`src/rtl/pe_ws_mac.sv`:
```
`default_nettype none
// ============================================================================
// Module   : pe_ws_mac
// Purpose  : Weight-stationary MAC processing element for the systolic CNN
//            array. It has signed DATA_W operands, a saturating ACC_W
//            partial sum and a shadow/active weight pair. The shadow/active
//            pair lets the next layer's weights load while the current layer
//            computes. A 2-stage valid-tagged pipeline carries the mode, and
//            a registered feature output forwards the activation to the
//            neighbouring PE.
// Ports    : clk_in            - clock, rising edge
//            nrst_in           - synchronous active-low reset
//            weight_load_in    - shadow weight <- weight_in
//            weight_in         - signed weight data
//            weight_swap_in    - active weight <- shadow weight
//            valid_in          - sample present on feature/psum/mode inputs
//            mode_in           - 00 MAC, 01 BYPASS, 10 EMIT_W, 11 MUL_ONLY
//            feature_in        - signed activation
//            partial_sum_in    - signed upstream partial sum
//            feature_out       - feature_in delayed one cycle
//            feature_valid_out - valid_in delayed one cycle
//            partial_sum_out   - signed result (held while valid_out=0)
//            valid_out         - new result this cycle (latency 2)
//            ovf_out           - result was saturated, qualified by valid_out
// Revision : 1.0 - initial release
// ============================================================================
module pe_ws_mac #(
    parameter int DATA_W = 8,
    parameter int ACC_W  = 20
) (
    input  logic                     clk_in,
    input  logic                     nrst_in,
    input  logic                     weight_load_in,
    input  logic signed [DATA_W-1:0] weight_in,
    input  logic                     weight_swap_in,
    input  logic                     valid_in,
    input  logic [1:0]               mode_in,
    input  logic signed [DATA_W-1:0] feature_in,
    input  logic signed [ACC_W-1:0]  partial_sum_in,
    output logic signed [DATA_W-1:0] feature_out,
    output logic                     feature_valid_out,
    output logic signed [ACC_W-1:0]  partial_sum_out,
    output logic                     valid_out,
    output logic                     ovf_out
);

    localparam int         c_PROD_W    = 2 * DATA_W;
    localparam int         c_SUM_W     = ACC_W + 1;
    localparam logic [1:0] c_MODE_MAC  = 2'b00;
    localparam logic [1:0] c_MODE_BYP  = 2'b01;
    localparam logic [1:0] c_MODE_EMIT = 2'b10;
    localparam logic [1:0] c_MODE_MUL  = 2'b11;
    localparam logic [ACC_W-1:0] c_ACC_MAX = {1'b0, {(ACC_W-1){1'b1}}};
    localparam logic [ACC_W-1:0] c_ACC_MIN = {1'b1, {(ACC_W-1){1'b0}}};

    // The accumulator must be able to hold a full product.
    if (ACC_W < 2 * DATA_W) begin : g_acc_w_check
        $error("pe_ws_mac: ACC_W must be at least 2*DATA_W");
    end

    // ------------------------------------------------------------------
    // Weight double buffer
    // ------------------------------------------------------------------
    logic signed [DATA_W-1:0] r_weight_shadow;
    logic signed [DATA_W-1:0] r_weight_active;

    // With load and swap together, active takes the pre-edge shadow value
    // because both are non-blocking updates of the same edge.
    always_ff @(posedge clk_in) begin
        if (!nrst_in) begin
            r_weight_shadow <= '0;
            r_weight_active <= '0;
        end else begin
            if (weight_load_in) r_weight_shadow <= weight_in;
            if (weight_swap_in) r_weight_active <= r_weight_shadow;
        end
    end

    // ------------------------------------------------------------------
    // Stage 1: multiply with the pre-swap active weight
    // ------------------------------------------------------------------
    logic signed [c_PROD_W-1:0] w_product;
    logic        [c_PROD_W-1:0] r_s1_product;
    logic        [ACC_W-1:0]    r_s1_psum;
    logic        [1:0]          r_s1_mode;
    logic        [DATA_W-1:0]   r_s1_weight;
    logic                       r_s1_valid;

    assign w_product = r_weight_active * feature_in;

    always_ff @(posedge clk_in) begin
        if (!nrst_in) begin
            r_s1_product <= '0;
            r_s1_psum    <= '0;
            r_s1_mode    <= '0;
            r_s1_weight  <= '0;
            r_s1_valid   <= 1'b0;
        end else begin
            r_s1_valid <= valid_in;
            if (valid_in) begin
                r_s1_product <= w_product;
                r_s1_psum    <= partial_sum_in;
                r_s1_mode    <= mode_in;
                r_s1_weight  <= r_weight_active;
            end
        end
    end

    // ------------------------------------------------------------------
    // Stage 2: mode select and saturation at ACC_W+1 bits
    // ------------------------------------------------------------------
    logic [c_SUM_W-1:0] w_prod_ext;
    logic [c_SUM_W-1:0] w_psum_ext;
    logic [c_SUM_W-1:0] w_weight_ext;
    logic [c_SUM_W-1:0] w_sum;
    logic               w_sat_en;
    logic               w_ovf;
    logic [ACC_W-1:0]   w_result;

    assign w_prod_ext   = {{(c_SUM_W - c_PROD_W){r_s1_product[c_PROD_W-1]}}, r_s1_product};
    assign w_psum_ext   = {r_s1_psum[ACC_W-1], r_s1_psum};
    assign w_weight_ext = {{(c_SUM_W - DATA_W){r_s1_weight[DATA_W-1]}}, r_s1_weight};

    always_comb begin
        w_sum    = w_psum_ext;
        w_sat_en = 1'b0;
        case (r_s1_mode)
            c_MODE_MAC: begin
                w_sum    = w_psum_ext + w_prod_ext;
                w_sat_en = 1'b1;
            end
            c_MODE_BYP: begin
                w_sum    = w_psum_ext;
            end
            c_MODE_EMIT: begin
                w_sum    = w_weight_ext;
            end
            c_MODE_MUL: begin
                w_sum    = w_prod_ext;
                w_sat_en = 1'b1;
            end
            default: begin
                w_sum    = w_psum_ext;
            end
        endcase
    end

    // The sum is out of ACC_W range exactly when its two top bits differ.
    assign w_ovf    = w_sat_en && (w_sum[ACC_W] != w_sum[ACC_W-1]);
    assign w_result = w_ovf ? (w_sum[ACC_W] ? c_ACC_MIN : c_ACC_MAX)
                            : w_sum[ACC_W-1:0];

    logic [ACC_W-1:0] r_psum_out;
    logic             r_valid_out;
    logic             r_ovf_out;

    always_ff @(posedge clk_in) begin
        if (!nrst_in) begin
            r_psum_out  <= '0;
            r_valid_out <= 1'b0;
            r_ovf_out   <= 1'b0;
        end else begin
            r_valid_out <= r_s1_valid;
            if (r_s1_valid) begin
                r_psum_out <= w_result;
                r_ovf_out  <= w_ovf;
            end
        end
    end

    // ------------------------------------------------------------------
    // Feature forwarding runs every cycle, independent of valid
    // ------------------------------------------------------------------
    logic [DATA_W-1:0] r_feature;
    logic              r_feature_valid;

    always_ff @(posedge clk_in) begin
        if (!nrst_in) begin
            r_feature       <= '0;
            r_feature_valid <= 1'b0;
        end else begin
            r_feature       <= feature_in;
            r_feature_valid <= valid_in;
        end
    end

    assign feature_out       = r_feature;
    assign feature_valid_out = r_feature_valid;
    assign partial_sum_out   = r_psum_out;
    assign valid_out         = r_valid_out;
    assign ovf_out           = r_ovf_out;

endmodule
`default_nettype wire

```
`config.mk`:
```
export PLATFORM = sky130hd
export DESIGN_NAME = pe_ws_mac
export DESIGN_NICKNAME = d
export VERILOG_FILES = /design/src/rtl/pe_ws_mac.sv
export SDC_FILE = /design/constraint.sdc
export NUM_CORES = 1
export LEC_CHECK = 0
export ABC_AREA = 1
export CORE_MARGIN = 4
export CORE_UTILIZATION = 31
export DETAILED_ROUTE_END_ITERATION = 16
export DONT_BUFFER_PORTS = 1
export PLACE_DENSITY = 0.42
export RECOVER_POWER = 50
export REMOVE_ABC_BUFFERS = 1
export SYNTH_ARGS = -nofsm -noshare
export SYNTH_HDL_FRONTEND = slang
export SYNTH_SLANG_ARGS = --single-unit
```
`constraint.sdc`:
```
create_clock -name clk_in -period 5.7 [get_ports clk_in]
set_input_delay 0.57 -clock clk_in [delete_from_list [all_inputs] [get_ports clk_in]]
set_output_delay 0.57 -clock clk_in [all_outputs]
set_load 0.05 [all_outputs]
```
* After elaboration in Yosys (flattened, before gate mapping)
Index checks and enable logic that the tools add are counted.
Word-level totals: bits in registers 93, bits in latches 0, memory bits (writable) 0, ROM bits 0, input bits 43, output and inout port bits 31, logic and storage cells 24, memories 0
Operators by class: add/sub/neg operators 1, $mul 1, div/mod/pow operators 0, order comparisons 0, equal/unequal tests 4, shift operators 0, mux-type cells 4, bitwise logic cells 0, reduce and logical (&&, ||, !) cells 3
Operators with widths (count):
- 21-bit case mux with 4 select lines | 1
- 20-bit 2-to-1 mux | 2
- 20-bit by 16-bit adder with 21-bit output | 1
- 8-bit by 8-bit multiplier with 16-bit output | 1
- 2-bit == test (second input constant) | 2
- 2-bit by 1-bit == test with 1-bit output (second input constant) | 1
- 2-bit logical NOT | 1
- 2-bit OR reduction | 1
- 1-bit logical AND | 1
- 1-bit 2-to-1 mux | 1
- 1-bit inequality test | 1

* Logic depth before layout (Yosys ltp)
depth after elaboration 5, gate-level depth with buffers 25, gate-level depth less buffers 24

* Worst setup path before layout
OpenSTA, ideal clock, no wires.
kind input -> register, start in feature_in[3], end reg r_s1_product[14], setup time 0.058 ns, data arrival time 4.486 ns, data required time 5.642 ns, path slack 1.155 ns, cell stages on the path 20, buffers on the path 1, cells stage by stage clkbuf_1 nand2_1 inv_1 fa_1 inv_1 fa_1 inv_1 fa_1 inv_1 fa_1 inv_1 ha_1 inv_1 nor4_1 nand3_1 o2111ai_1 a21oi_1 o21ai_0 o211ai_1 inv_1
On the way: word-level cells in the longest chain between the ends 1
Ends and longest elaborated chain:
- from (decl) | line 38 | input logic signed [DATA_W-1:0] feature_in,
- 8-bit by 8-bit multiplier with 16-bit output | line 89 | assign w_product = r_weight_active * feature_in;
- to (signal assigned) | line 101 | r_s1_product <= w_product;
- to (decl) | line 83 | logic [c_PROD_W-1:0] r_s1_product;
No other way between the ends. A chain may end at the register's enable or synchronous reset.

* Worst setup path in the final report
start reg r_weight_active[0], end reg r_s1_product[12]
On the way: word-level cells in the longest chain between the ends 1
Ends and longest elaborated chain:
- from (decl) | line 65 | logic signed [DATA_W-1:0] r_weight_active;
- from (signal assigned) | line 75 | if (weight_swap_in) r_weight_active <= r_weight_shadow;
- 8-bit by 8-bit multiplier with 16-bit output | line 89
No other way between the ends.

==> results.md <==
- Initial antenna violation count: 0
- Postcts setup bufs: 0
- Slew at the pin with the worst max-slew slack: around 1700 ps
- Routed wire per std cell: 15.1 um
- Worst R2R Path Depth: 16
- Worst R2R Start: r_weight_active[0]
- Crit path required time: 5980 ps
- Register area: 0.00186 sq mm
- Routed vias: 6262
- Post-synthesis adder-cell area fraction: 0.236
- Status: complete, but fails checks
- Drt first pass iters: 4
- Fillers: 2609
- # H-tree levels: 3
- Crit-path slowest cell: fa_1
- Violated checks: capacitance limit, slew limit
- Slack of the critical path: around 1200 ps
- Count of port buffers added during placement: 0
- Clock-pin transition on the worst setup and hold timing paths: approximately 70 ps
- VDD IR max: 0.127 mV
- Share of cells above drive strength 1: 0.0423
- Cts hold-fix bufs: 0
- CP peak stage delay: roughly 540 ps
- Final hold violations: 0
- Met2 Track Usage GR: 0.267
- Clk buf depth: 2
- Post-synthesis cell area: roughly 0.0076 sq mm
- Die ar.: around 0.027 sq mm
- RSZ-0062 raised after global routing: false
- Post-DP HPWL: 16400 um
- Met3 usage: 0.0351
- Layout Nets: around 1200
- Reg2reg end: r_s1_product[12]
- Worst-Skew Late Latency: between 300 and 400 ps
- Ports: 74
- GR Overflow Total: 0
- Min-Delay Endpoint: feature_out[4]
- First-pass GRT wire length: 34800 um
- Vias in the first global route: roughly 6500
- Syn Inst Count: 1088
- GRT Util Overall: 0.162
- Final antenna-violating net count: 0
- Hold Crit Class: input port to register
- Die Width: roughly 160 um
- Die height: around 160 um
- GRT Max-Usage Layer: met2
- Hold Path Depth: 2
- Flops & latches, synth: 93
- CP Launch Type: register
- Placer congestion estimate: between 0.8 and 0.9
- CTS tree: built
- GR Util met1: 0.223
- ANT cells: 0
- Area growth syn-to-layout: 6.70%
- Warnings from Yosys: 0
- Critical Path Sink Type: register
- Reg2reg setup slack: 1200 ps
- WL final: 20800 um
- Mux contribution to synthesized area: 0
- # DRC: 0
- Vias per std cell: 4.53
- Multi-input logic area: roughly 0.0047 sq mm
- Hold_sp: feature_in[4]
- Pin count of the biggest net entering global routing: between 80 and 90
- Post-synth cell types: 40
- Worst path cell trace: or2_2 > fa_1 > fa_1 > inv_1 > fa_1 > inv_1 > fa_1 > inv_1 > ha_1 > a21oi_1 > o21ai_0 > a21oi_1 > nor2_1 > o21ai_0 > nand3_1 > a31oi_1
- Leak pwr: 4.21 nW
- PD cells: ~290 mW/mm^2
- CORE AREA: roughly 0.024 sq mm
- Post-Synth Simple-Gate Area: 0.242
- WP data arrival: between 4000 and 5000 ps
- Worst Setup Slack post-DPL: just under 1000 ps
- Fin Clk Skew: about 7.7 ps
- # setup viols final: 0
- Synth Area in XOR/XNOR: 0.0174
- CTS buffer count: 9
- Clock Root Buffer: clkbuf_16
- Final period utilization: 0.790
- Initial Utilization: 0.319
- Core Rows: 56
- Max_slew headroom: -0.145
- Minimum clock period after layout: 4500 ps
- Crit path max fanout: 9
- Largest family of logic cells by synthesized area: simple AND/OR/NAND/NOR gates
- Final setup TNS: 0 ps
- CP most frequent cell: fa_1
- Slew Limit Fails: between 60 and 70
- Sink Count: 93
- Mapped Avg Cell Area: around 7.0 sq um
- Iter 0 DRT Violations: around 300
- Post-cts sizing count: 0
- Post-synthesis sequential area ratio: 0.246
- Fmax: between 200 and 250 MHz
- Max-cap violations: 2
- Worst Setup Path Type: register to register
- Synth Area in Compound Gates: 0.127
==> critical path, delay by kind of cell (launching register included) <==
| kind | cells | cell delay, ps |
|---|---|---|
| simple gates | 3 | 540 |
| buf+inv | 3 | 140 |
| flops | 1 | 410 |
| compound gates | 5 | 880 |
| fa+ha+maj | 5 | 2430 |
==> through the flow <==
step | utilization | hold WS [ps] | cell area, sq um | instances | power, mW
5_1_grt | 0.340 | 292 | 8070 | 1383 | 2.56
2_1_floorplan | - | 439 | 7370 | 1043 | 1.53
3_5_place_dp | 0.328 | 461 | 7800 | 1367 | 1.78
4_1_cts | 0.340 | 287 | 8090 | 1383 | 2.38
6_report | 0.340 | 300 | 8070 | 1383 | 2.33
3_3_place_gp | 0.328 | 453 | 7800 | 1367 | 1.78
==> flip-flops by register name, summed over array words and instances (netlist names), 2 cells and up <==
| register | cells |
|---|---|
| r_weight_active | 8 |
| r_s1_product | 16 |
| partial_sum_out | 20 |
| feature_out | 8 |
| r_s1_psum | 20 |
| r_weight_shadow | 8 |
| r_s1_weight | 8 |
| r_s1_mode | 2 |
==> power by group <==
group	switching [mW]	internal [mW]	total, mW	leakage [nW]
logic	0.579	0.329	0.907	3.31
registers	0.119	0.712	0.831	0.767
clock network	0.291	0.304	0.595	0.140
==> layout make-up <==
type / count / area share
repair buffers: 5 / 0.00325
well taps: 319 / 0.0494
inverters: 210 / 0.0979
clock inverters: 7 / 0.00713
multi-input cells: 740 / 0.584
clock buffers: 9 / 0.0279
flip-flops and latches: 93 / 0.231
==> synth_stat cells, drive strengths merged <==
library cell  instances  area (sq um)
nand2               304          1150
inv                 209           787
dfxtp                93          1860
o21ai                75           379
nor2                 70           273
a21oi                61           343
nand3                60           315
fa                   56          1120
ha                   53           663
clkbuf               37           139
xnor2                 9          78.8
buf                   8          62.6
a221oi                6          52.6
o22ai                 6          37.5
xor2                  6          52.6
nand4                 5          31.3
o211ai                5          37.5
nor3                  4          20.0
a31oi                 3          18.8
or2                   3          18.8
a221o                 2          20.0
a32oi                 2          17.5
nand3b                2          15.0
o2111ai               2          17.5
o21bai                2          15.0
a211oi                1          7.51
a32o                  1          10.0
clkinv                1          3.75
nor4                  1          6.26
o32ai                 1          8.76
==> logic make-up (layout without fill, tap and decap cells) <==
family                     Yosys count  after routing
and+or+nand+nor                    449            449
buffers and inverters              255            231
AOI/OAI and AO/OA                  167            167
adders and majority gates          109            109
DFF                                 93             93
xor gates and xnor gates            15             15
==> layout by cell type, fill, tap and decap left out, types with 3 or more instances in the layout <==
cell type | Yosys | routed
or2_2 | 3 | 3
fa_1 | 56 | 56
a21oi_1 | 51 | 51
a31oi_1 | 3 | 3
nand3_2 | 3 | 3
dfxtp_1 | 93 | 93
xor2_1 | 6 | 6
o22ai_1 | 6 | 6
xnor2_1 | 9 | 9
a21oi_2 | 10 | 10
a221oi_1 | 6 | 6
nand2_2 | 5 | 5
o21ai_0 | 74 | 74
nor2_1 | 66 | 66
o211ai_1 | 5 | 5
ha_1 | 53 | 53
clkbuf_1 | 37 | 3
nor3_1 | 4 | 4
nand4_1 | 5 | 5
inv_1 | 208 | 208
nor2_2 | 4 | 4
nand2_1 | 299 | 299
clkbuf_16 | 0 | 9
nand3_1 | 57 | 57
==> worst max path at each step <==
stage | start | end | cells after the start
4_1_cts | r_weight_active[7] | r_s1_product[14] | 19
3_3_place_gp | feature_in[7] | r_s1_product[13] | 21
5_1_grt | r_weight_active[7] | r_s1_product[14] | 19
2_1_floorplan | feature_in[7] | r_s1_product[13] | 21
3_5_place_dp | feature_in[7] | r_s1_product[13] | 21
6_report | r_weight_active[0] | r_s1_product[12] | 16
==> per-layer routing <==
| layer | share of wire | vias to the layer above |
|---|---|---|
| li1 | - | 3314 |
| met1 | 0.49 | 2845 |
| met2 | 0.46 | 92 |
| met3 | 0.043 | 11 |
| met4 | 0.0063 | 0 |
| met5 | 0 | - |
Power figures use the tool's default switching activity.
